[config.mk]
export PLATFORM = sky130hd
export DESIGN_NAME = audio_deserializer
export DESIGN_NICKNAME = d
export VERILOG_FILES = /design/src/rtl/audio_pkg.sv /design/src/rtl/i2s_edge_detect.sv /design/src/rtl/audio_deserializer.sv
export SDC_FILE = /design/constraint.sdc
export NUM_CORES = 1
export LEC_CHECK = 0
export CORE_UTILIZATION = 55
export CTS_BUF_LIST = sky130_fd_sc_hd__clkbuf_8 sky130_fd_sc_hd__clkbuf_16
export DETAILED_ROUTE_END_ITERATION = 6
export HOLD_SLACK_MARGIN = 0.05
export PLACE_DENSITY = 0.85
export SETUP_SLACK_MARGIN = 0.02
export SYNTH_ARGS = -nofsm -noshare
export SYNTH_HDL_FRONTEND = slang
export SYNTH_SLANG_ARGS = --single-unit
export TNS_END_PERCENT = 30
[constraint.sdc]
create_clock -name i_clock -period 3.1 [get_ports i_clock]
set_input_delay 0.31 -clock i_clock [delete_from_list [all_inputs] [get_ports i_clock]]
set_output_delay 0.31 -clock i_clock [all_outputs]
set_load 0.03 [all_outputs]
[src/rtl/audio_pkg.sv]
// Shared definitions for the I2S codec path (ADC deserializer and DAC serializer).
// Holds the default sample width, synchronizer depth and the channel-state encoding.
package audio_pkg;

    localparam int AUDIO_DATA_WIDTH  = 24;
    localparam int AUDIO_SYNC_STAGES = 2;

    typedef enum logic [2:0] {
        IDLE,
        WAIT_LR_FALLING,
        LEFT_SKIP,
        LEFT_SHIFT,
        WAIT_LR_RISING,
        RIGHT_SKIP,
        RIGHT_SHIFT
    } i2s_state_t;

endpackage

[src/rtl/i2s_edge_detect.sv]
// Brings an asynchronous codec clock into the local domain and produces
// single-cycle rise/fall pulses from the stable copy and a one-cycle-delayed copy.
module i2s_edge_detect
    import audio_pkg::*;
#(
    parameter int SYNC_STAGES = AUDIO_SYNC_STAGES
) (
    input  logic clk,
    input  logic rst_n,
    input  logic async_in,
    output logic level,
    output logic rise,
    output logic fall
);

    logic [SYNC_STAGES-1:0] sync_reg;
    logic                   delay_reg;

    always_ff @(posedge clk or negedge rst_n) begin
        if (!rst_n) begin
            sync_reg  <= '0;
            delay_reg <= 1'b0;
        end else begin
            sync_reg  <= {sync_reg[SYNC_STAGES-2:0], async_in};
            delay_reg <= sync_reg[SYNC_STAGES-1];
        end
    end

    assign level = sync_reg[SYNC_STAGES-1];
    assign rise  = level & ~delay_reg;
    assign fall  = ~level & delay_reg;

endmodule

[src/rtl/audio_deserializer.sv]
// I2S ADC receiver: captures one left and one right word per LR frame and
// presents them together with a single-cycle valid strobe.
module audio_deserializer
    import audio_pkg::*;
#(
    parameter int DATA_WIDTH  = AUDIO_DATA_WIDTH,
    parameter int SYNC_STAGES = AUDIO_SYNC_STAGES
) (
    input  logic                  i_clock,
    input  logic                  i_reset_n,
    input  logic                  i_enable,
    input  logic                  i_codec_bit_clock,
    input  logic                  i_codec_lr_clock,
    input  logic                  i_codec_adc_data,
    output logic [DATA_WIDTH-1:0] o_data_left,
    output logic [DATA_WIDTH-1:0] o_data_right,
    output logic                  o_data_valid,
    output logic                  o_frame_error
);

    localparam int              CW       = $clog2(DATA_WIDTH + 1);
    localparam logic [CW-1:0]   LAST_BIT = CW'(DATA_WIDTH - 1);

    logic bclk_level, bclk_rise, bclk_fall;
    logic lr_level, lr_rise, lr_fall;
    logic unused_edges;

    i2s_edge_detect #(.SYNC_STAGES(SYNC_STAGES)) u_bclk_edge (
        .clk      (i_clock),
        .rst_n    (i_reset_n),
        .async_in (i_codec_bit_clock),
        .level    (bclk_level),
        .rise     (bclk_rise),
        .fall     (bclk_fall)
    );

    i2s_edge_detect #(.SYNC_STAGES(SYNC_STAGES)) u_lr_edge (
        .clk      (i_clock),
        .rst_n    (i_reset_n),
        .async_in (i_codec_lr_clock),
        .level    (lr_level),
        .rise     (lr_rise),
        .fall     (lr_fall)
    );

    assign unused_edges = bclk_level | bclk_fall | lr_level;

    // Data uses the same depth as stable BCLK so the bit is valid when bclk_rise fires.
    logic [SYNC_STAGES-1:0] data_sync_reg;
    logic                   data_bit;

    always_ff @(posedge i_clock or negedge i_reset_n) begin
        if (!i_reset_n) begin
            data_sync_reg <= '0;
        end else begin
            data_sync_reg <= {data_sync_reg[SYNC_STAGES-2:0], i_codec_adc_data};
        end
    end

    assign data_bit = data_sync_reg[SYNC_STAGES-1];

    i2s_state_t            state_reg;
    logic [CW-1:0]         count_reg;
    logic [DATA_WIDTH-1:0] shift_left_reg;
    logic [DATA_WIDTH-1:0] shift_right_reg;
    logic [DATA_WIDTH-1:0] left_hold_reg;
    logic [DATA_WIDTH-1:0] data_left_reg;
    logic [DATA_WIDTH-1:0] data_right_reg;
    logic                  data_valid_reg;
    logic                  frame_error_reg;
    logic                  in_slot;

    assign in_slot = (state_reg == LEFT_SKIP)  || (state_reg == LEFT_SHIFT) ||
                     (state_reg == RIGHT_SKIP) || (state_reg == RIGHT_SHIFT);

    always_ff @(posedge i_clock or negedge i_reset_n) begin
        if (!i_reset_n) begin
            state_reg       <= IDLE;
            count_reg       <= '0;
            shift_left_reg  <= '0;
            shift_right_reg <= '0;
            left_hold_reg   <= '0;
            data_left_reg   <= '0;
            data_right_reg  <= '0;
            data_valid_reg  <= 1'b0;
            frame_error_reg <= 1'b0;
        end else begin
            data_valid_reg  <= 1'b0;
            frame_error_reg <= 1'b0;
            if (!i_enable) begin
                state_reg <= IDLE;
                count_reg <= '0;
            end else if (in_slot && (lr_rise || lr_fall)) begin
                // Early LR edge: drop the partial word; a fall can still start a new frame.
                frame_error_reg <= 1'b1;
                count_reg       <= '0;
                state_reg       <= lr_fall ? LEFT_SKIP : WAIT_LR_FALLING;
            end else begin
                case (state_reg)
                    IDLE: begin
                        count_reg <= '0;
                        state_reg <= WAIT_LR_FALLING;
                    end
                    WAIT_LR_FALLING: begin
                        if (lr_fall) state_reg <= LEFT_SKIP;
                    end
                    LEFT_SKIP: begin
                        if (bclk_rise) state_reg <= LEFT_SHIFT;
                    end
                    LEFT_SHIFT: begin
                        if (bclk_rise) begin
                            shift_left_reg <= {shift_left_reg[DATA_WIDTH-2:0], data_bit};
                            if (count_reg == LAST_BIT) begin
                                left_hold_reg <= {shift_left_reg[DATA_WIDTH-2:0], data_bit};
                                count_reg     <= '0;
                                state_reg     <= WAIT_LR_RISING;
                            end else begin
                                count_reg <= count_reg + CW'(1);
                            end
                        end
                    end
                    WAIT_LR_RISING: begin
                        if (lr_rise) state_reg <= RIGHT_SKIP;
                    end
                    RIGHT_SKIP: begin
                        if (bclk_rise) state_reg <= RIGHT_SHIFT;
                    end
                    RIGHT_SHIFT: begin
                        if (bclk_rise) begin
                            shift_right_reg <= {shift_right_reg[DATA_WIDTH-2:0], data_bit};
                            if (count_reg == LAST_BIT) begin
                                data_left_reg  <= left_hold_reg;
                                data_right_reg <= {shift_right_reg[DATA_WIDTH-2:0], data_bit};
                                data_valid_reg <= 1'b1;
                                count_reg      <= '0;
                                state_reg      <= WAIT_LR_FALLING;
                            end else begin
                                count_reg <= count_reg + CW'(1);
                            end
                        end
                    end
                    default: state_reg <= IDLE;
                endcase
            end
        end
    end

    assign o_data_left   = data_left_reg;
    assign o_data_right  = data_right_reg;
    assign o_data_valid  = data_valid_reg;
    assign o_frame_error = frame_error_reg;

endmodule

==> flow_metrics.tcl, run 1 <==
set metrics [dict create \
    dieArea_um2 10100 \
    r2r_start "u_lr_edge.sync_reg[1]$_DFF_PN0_" \
    syn_inst 339 \
    grt_pass1_vias 3113 \
    synth_nets 348 \
    fp.dieH_um 101 \
    cts.sinks 136 \
    r2r-end "count_reg[0]$_DFFE_PN0P_" \
    io_pins 56 \
    end_kind "flop" \
    synth-edff-count 0 \
    r2r_cells 6 \
    grt_max_degree 121 \
    io_buffers 55 \
    antenna_found_initial 0 \
    cellPowerDensity_nw_per_um2 614 \
    dr_wl_met2_um 4430 \
    ir_drop_v 0.000406 \
    cts_tree "done" \
    grt_overflow 0 \
    yosys.cell_types.count 40 \
    finalSetupViolations 0 \
    synthArstFlopShare_pct 100 \
    die_w_um 101 \
    synth-seq-cells 136 \
    syn_avg_cell_area_um2 15.8 \
    swShare_pct 23.0 \
    numCtsBuffers 17 \
    vias_per_cell 5.39 \
    cts.clk_slew.worst_paths_ps 60 \
    vias 2956 \
    critPathMaxFanout 10 \
    hold_viol 0 \
    hold_path_depth 1 \
    drive_gt1_share_pct 35.1 \
    route.top_layer_used "met4" \
    worst_skew_pair.late_latency_ps 510 \
    cts-root-buf "clkbuf_8" \
    hold_end "data_sync_reg[0]$_DFF_PN0_" \
    worstPathArrival_ps 2770 \
    yosysSeqAreaShare_pct 63.6 \
    crit_type "reg2reg" \
    yosys.area.top_type "dfrtp_1" \
    min_period_ps 2380 \
    wl_per_cell_um 16.3 \
    pwr-share-clk_pct 49.2 \
    place_hpwl_um 5490 \
    setup_total_negative_slack_ps 0 \
    power_frac_seq_pct 45.5 \
    area.growth.synth_to_final_pct 24.2 \
    wl_met1_um 4020 \
    maxSlewHeadroom_pct 31.7 \
    total_power_mw 4.08 \
    ys.flop_type "dfrtp_1" \
    drt-initial-drc-count 123 \
    num_rows 35 \
    slew_violations 0 \
    synth_area_um2 5350 \
    clk_path_buf_depth 2 \
    globalplace.congestion 0.823 \
    tightestPinTransition_ps 1020 \
    ctsResizeCount 0 \
    critPathRequiredTime_ps 3490 \
    holdCritPathClass "in2reg" \
    firstDrtPassIters 4 \
    dpl-instance-area_um2 6030 \
    routed_wl_um 8950 \
    synthTopCellsByArea "dfrtp_1 64%, mux2_2 21%, mux2_1 4.2%" \
    clock.fmax_ghz 0.420 \
    p_sw_uw 936 \
    core_um2 9330 \
    met3_wirelength_um 351 \
    synth_top_area_share_pct 63.6 \
    pwr-share-comb_pct 5.3 \
    leakage_nw 3.26 \
    r2r_setup_slack_ps 720 \
    start_util_pct 57.4 \
    skew_ps 5.96 \
    start_kind "flop" \
    drtAntennaViolNets 0 \
    grt_pass1_wl_um 15400 \
    drcViolationCount 0 \
    period_share_pct 76.8 \
    rsz0062_at_grt "no" \
    cts-htree-levels 4 \
    maxCapViolations 0 \
    nets 415 \
    min-delay-start "i_codec_adc_data" \
    diodes 0 \
    yosysWarnings 0 \
    fin_area_um2 6640 \
    status "finished clean" \
    internal-power_mw 3.14 \
    grt_usage_pct 20.2 \
]
## what timing repair did
action | in CTS | in global routing
endpoints found under the setup margin | 0 | 0
hold buffers | 1 | 0
buffers inserted | 0 | 0
endpoints found under the hold margin | 118 | 0
## worst max path at each step
| stage | start | end | slack [ps] | cells past startpoint |
|---|---|---|---|---|
| after floorplan | u_lr_edge.sync_reg[1]$_DFF_PN0_ | left_hold_reg[0]$_DFFE_PN0P_ | 960 | 9 |
| after global placement | i_enable | left_hold_reg[15]$_DFFE_PN0P_ | 890 | 6 |
| after detailed placement | u_lr_edge.sync_reg[1]$_DFF_PN0_ | count_reg[0]$_DFFE_PN0P_ | 770 | 6 |
| after CTS | u_lr_edge.sync_reg[1]$_DFF_PN0_ | count_reg[0]$_DFFE_PN0P_ | 750 | 6 |
| after global routing | u_lr_edge.sync_reg[1]$_DFF_PN0_ | count_reg[0]$_DFFE_PN0P_ | 580 | 6 |
| final | u_lr_edge.sync_reg[1]$_DFF_PN0_ | count_reg[0]$_DFFE_PN0P_ | 720 | 6 |
## power groups by stage
stage / Combinational [mW] / Clock, mW / Sequential (mW)
6_report: 0.215 / 2.01 / 1.86
2_1_floorplan: 0.171 / 0 / 1.85
3_5_place_dp: 0.213 / 0 / 1.88
4_1_cts: 0.215 / 2.05 / 1.85
3_3_place_gp: 0.202 / 0 / 1.88
5_1_grt: 0.237 / 2.14 / 1.86
## cells in the final DEF, fill, tap and decap left out, drive strengths merged, types with 2 or more instances in the layout
master and instances:
and2 3, a21oi 3, clkinv 5, o211ai 3
bufinv 3, o32ai 2, dfrtp 136, mux2i 2
inv 8, o2bb2ai 3, ha 3, and3 3
nor2 5, clkinvlp 3, o311ai 2, nand4b 4
nand3 2, clkbuf 18, nand2b 3, clkdlybuf4s50 54
nor3b 2, mux2 119, buf 9, a211o 2
nand2 2, nor3 2, nor2b 3
## cells in the mapped netlist (all sizes together) (3+ instances only)
cell     number
dfrtp       136
mux2        119
buf          16
inv           5
nor2          5
nand4b        4
a21oi         3
and2          3
and3          3
ha            3
nand2b        3
nor2b         3
o211ai        3
o2bb2ai       3
## routing by layer
metal  vias up  global-route usage [%]
li1       1363                       -
met1      1507                    26.2
met2        66                    32.0
met3        20                    6.45
met4         0                    8.25
met5         -                       0
## per-stage QoR
step / hold slack [ps] / worst slack (ps) / util, % / std cells
finish: 243 / 718 / 71.2 / 548
global route: 221 / 584 / 71.2 / 548
CTS: 214 / 751 / 71.2 / 548
detailed placement: 337 / 772 / 64.7 / 515
global placement: 336 / 890 / 64.7 / 515
floorplan: 14.4 / 961 / - / 339
## cell families after synthesis
group	synth area share, %
XOR/XNOR	0.327
flip-flops	63.6
AND/OR/NAND/NOR	4.35
multiplexers	25.4
adder cells (fa/ha/maj)	0.702
AO/OA/AOI/OAI	3.37
buffers and inverters	2.22
## critical path: stages, from the launching register on
cell       delay (ps)
dfrtp_1           360
inv_1              50
ha_1              470
nand4bb_1         180
o211ai_1          210
nor3_1            590
mux2_2            400
## cell type report
class / count / area (um^2)
fill: 597 / 2690
clock buffer: 18 / 428
timing repair buffer: 64 / 622
clock inverter: 14 / 171
sequential: 136 / 3400
multi-input combinational: 182 / 1840
tap: 129 / 161
inverter: 5 / 18.8
No activity file was read; power rests on OpenSTA's default activity.
==> run 2, diff against run 1 <==
--- a/config.mk
+++ b/config.mk
@@ -5,11 +5,11 @@
 export SDC_FILE = /design/constraint.sdc
 export NUM_CORES = 1
 export LEC_CHECK = 0
-export CORE_UTILIZATION = 55
+export CORE_UTILIZATION = 51
 export CTS_BUF_LIST = sky130_fd_sc_hd__clkbuf_8 sky130_fd_sc_hd__clkbuf_16
 export DETAILED_ROUTE_END_ITERATION = 6
 export HOLD_SLACK_MARGIN = 0.05
-export PLACE_DENSITY = 0.85
+export PLACE_DENSITY = 0.83
 export SETUP_SLACK_MARGIN = 0.02
 export SYNTH_ARGS = -nofsm -noshare
 export SYNTH_HDL_FRONTEND = slang
==> constraint.sdc (replaced) <==
create_clock -name i_clock -period 2.15 [get_ports i_clock]
set_input_delay 0.215 -clock i_clock [delete_from_list [all_inputs] [get_ports i_clock]]
set_output_delay 0.215 -clock i_clock [all_outputs]
set_load 0.03 [all_outputs]
==> run 2 against run 1 <==
Compared with the run above:
- sequential share of layout area shrank 1.6 points
- register-to-register slack lost 630 ps
- critical endpoint is now left_hold_reg[21]$_DFFE_PN0P_
- fmax grew 16%
- combinational power grew 84%
- critical path depth grew 1
- largest cell class unchanged
- clock-buffer cell count is the same
==> flow_metrics.tcl, run 2 (synthesized netlist as in run 1, its figures left out) <==
set metrics [dict create \
    cellPowerDensity_nw_per_um2 866 \
    status "finished clean" \
    total_power_mw 5.94 \
    nets 426 \
    finalSetupViolations 0 \
    holdCritPathClass "in2reg" \
    vias_per_cell 5.27 \
    min-delay-start "i_codec_adc_data" \
    clk_path_buf_depth 2 \
    r2r_start "u_lr_edge.sync_reg[1]$_DFF_PN0_" \
    num_rows 37 \
    grt_pass1_wl_um 15900 \
    globalplace.congestion 0.834 \
    core_um2 10200 \
    io_pins 56 \
    cts.sinks 136 \
    drtAntennaViolNets 0 \
    cts.clk_slew.worst_paths_ps 60 \
    start_util_pct 52.3 \
    final_common_cell "dfrtp_1" \
    drive_gt1_share_pct 38.6 \
    wl_per_cell_um 17.3 \
    leakage_nw 3.34 \
    nFillCells 676 \
    place_hpwl_um 5840 \
    hold_viol 0 \
    r2r_setup_slack_ps 90 \
    diodes 0 \
    mostFrequentLayoutCells "135 x dfrtp_1, 98 x mux2_2, 54 x clkdlybuf4s50_1" \
    crit_type "reg2reg" \
    fin_cells 566 \
    vias 2983 \
    fp.dieH_um 104 \
    end_kind "flop" \
    grt_overflow 0 \
    routed_wl_um 9790 \
    io_buffers 55 \
    hold_end "data_sync_reg[0]$_DFF_PN0_" \
    critPathRequiredTime_ps 2540 \
    start_kind "flop" \
    hold_path_depth 1 \
    clock.fmax_ghz 0.485 \
    numCtsBuffers 17 \
    drcViolationCount 0 \
    ir_drop_v 0.000462 \
    worstPathArrival_ps 2450 \
    dp.cells 530 \
    grt_pass1_vias 3218 \
    cts_tree "done" \
    multi_input_area_um2 1880 \
    dieArea_um2 10900 \
    min_period_ps 2060 \
    cts-root-buf "clkbuf_8" \
    seq_area_um2 3400 \
    grt_max_degree 59 \
    firstDrtPassIters 4 \
    critPathMaxFanout 12 \
    r2r_cells 7 \
    drt-initial-drc-count 113 \
    worst_skew_pair.late_latency_ps 510 \
    slew_violations 0 \
    die_w_um 104 \
    antenna_found_initial 0 \
    cts-htree-levels 4 \
    maxCapViolations 0 \
    maxSlewHeadroom_pct 63.9 \
    tightestPinTransition_ps 541 \
    skew_ps 7.66 \
    r2r-end "left_hold_reg[21]$_DFFE_PN0P_" \
    grt_usage_pct 19.0 \
    rsz0062_at_grt "yes" \
    period_share_pct 95.9 \
    area.growth.synth_to_final_pct 28.2 \
]
[run 2: changes by cell type in the layout (fill, tap and decap cells not counted), sizes merged]
cell | previous run | this run
buf | 9 | 18
clkbuf | 18 | 20
inv | 8 | 6
clkinv | 5 | 6
clkinvlp | 3 | 4
[run 2: how the worst max path moves through the flow]
stage	endpoint	from	depth (start not counted)	slack, ps
finish	left_hold_reg[21]$_DFFE_PN0P_	u_lr_edge.sync_reg[1]$_DFF_PN0_	7	90
detailed placement	left_hold_reg[4]$_DFFE_PN0P_	i_enable	6	50
CTS	left_hold_reg[2]$_DFFE_PN0P_	u_lr_edge.sync_reg[1]$_DFF_PN0_	7	30
global route	left_hold_reg[16]$_DFFE_PN0P_	u_lr_edge.sync_reg[1]$_DFF_PN0_	7	-20
global placement	left_hold_reg[12]$_DFFE_PN0P_	i_enable	6	140
floorplan	left_hold_reg[0]$_DFFE_PN0P_	u_lr_edge.sync_reg[1]$_DFF_PN0_	9	40
[run 2: worst max-delay path, cell delays in order, from the launching register on]
cell	delay, ps
dfrtp_1	380
inv_2	60
ha_4	290
nand2b_4	130
nor4b_4	220
nor2b_4	310
clkbuf_16	230
mux2_1	330
[run 2: metal layers]
| metal | track usage, % | wire length [um] | up-vias | share of wire [%] |
|---|---|---|---|---|
| met2 | 29.9 | 4980 | 61 | 51 |
| met3 | 5.70 | 262 | 11 | 2.7 |
| met1 | 24.1 | 4440 | 1531 | 45 |
| met4 | 8.78 | 113 | 0 | 1.2 |
| met5 | 0 | 0 | - | 0 |
| li1 | - | - | 1380 | - |
[run 2: cell type report]
| cell class | instances | share of cell area [%] |
|---|---|---|
| clock buffer | 18 | 6.24 |
| timing repair buffer | 75 | 11.4 |
| clock inverter | 14 | 2.54 |
| inverter | 5 | 0.274 |
| multi-input combinational | 182 | 27.5 |
| sequential | 136 | 49.6 |
| tap | 136 | 2.48 |
[run 2: what timing repair did]
item,CTS,global route
resized for setup,0,11
endpoints found under the setup margin,0,49
setup buffers,0,1
hold buffers,1,0
hold endpoints to repair,55,0
[run 2: power by group]
part / internal (mW) / total [mW] / switching [mW] / leakage (nW)
registers: 2.60 / 2.67 / 0.0697 / 1.88
clock network: 1.80 / 2.87 / 1.07 / 0.283
logic: 0.180 / 0.395 / 0.216 / 1.18
[run 2: stage by stage]
step | hold WS, ps | area (um^2) | TNS, ps | utilization (%) | setup WS (ps)
final | 147 | 6860 | 0 | 67.0 | 88.9
after global routing | 136 | 6860 | -74.0 | 67.0 | -20.4
after CTS | 112 | 6750 | 0 | 66.0 | 32.9
after detailed placement | 224 | 6140 | 0 | 60.0 | 52.3
after global placement | 213 | 6140 | 0 | 60.0 | 139
after floorplan | -80.6 | 5350 | 0 | - | 44.0
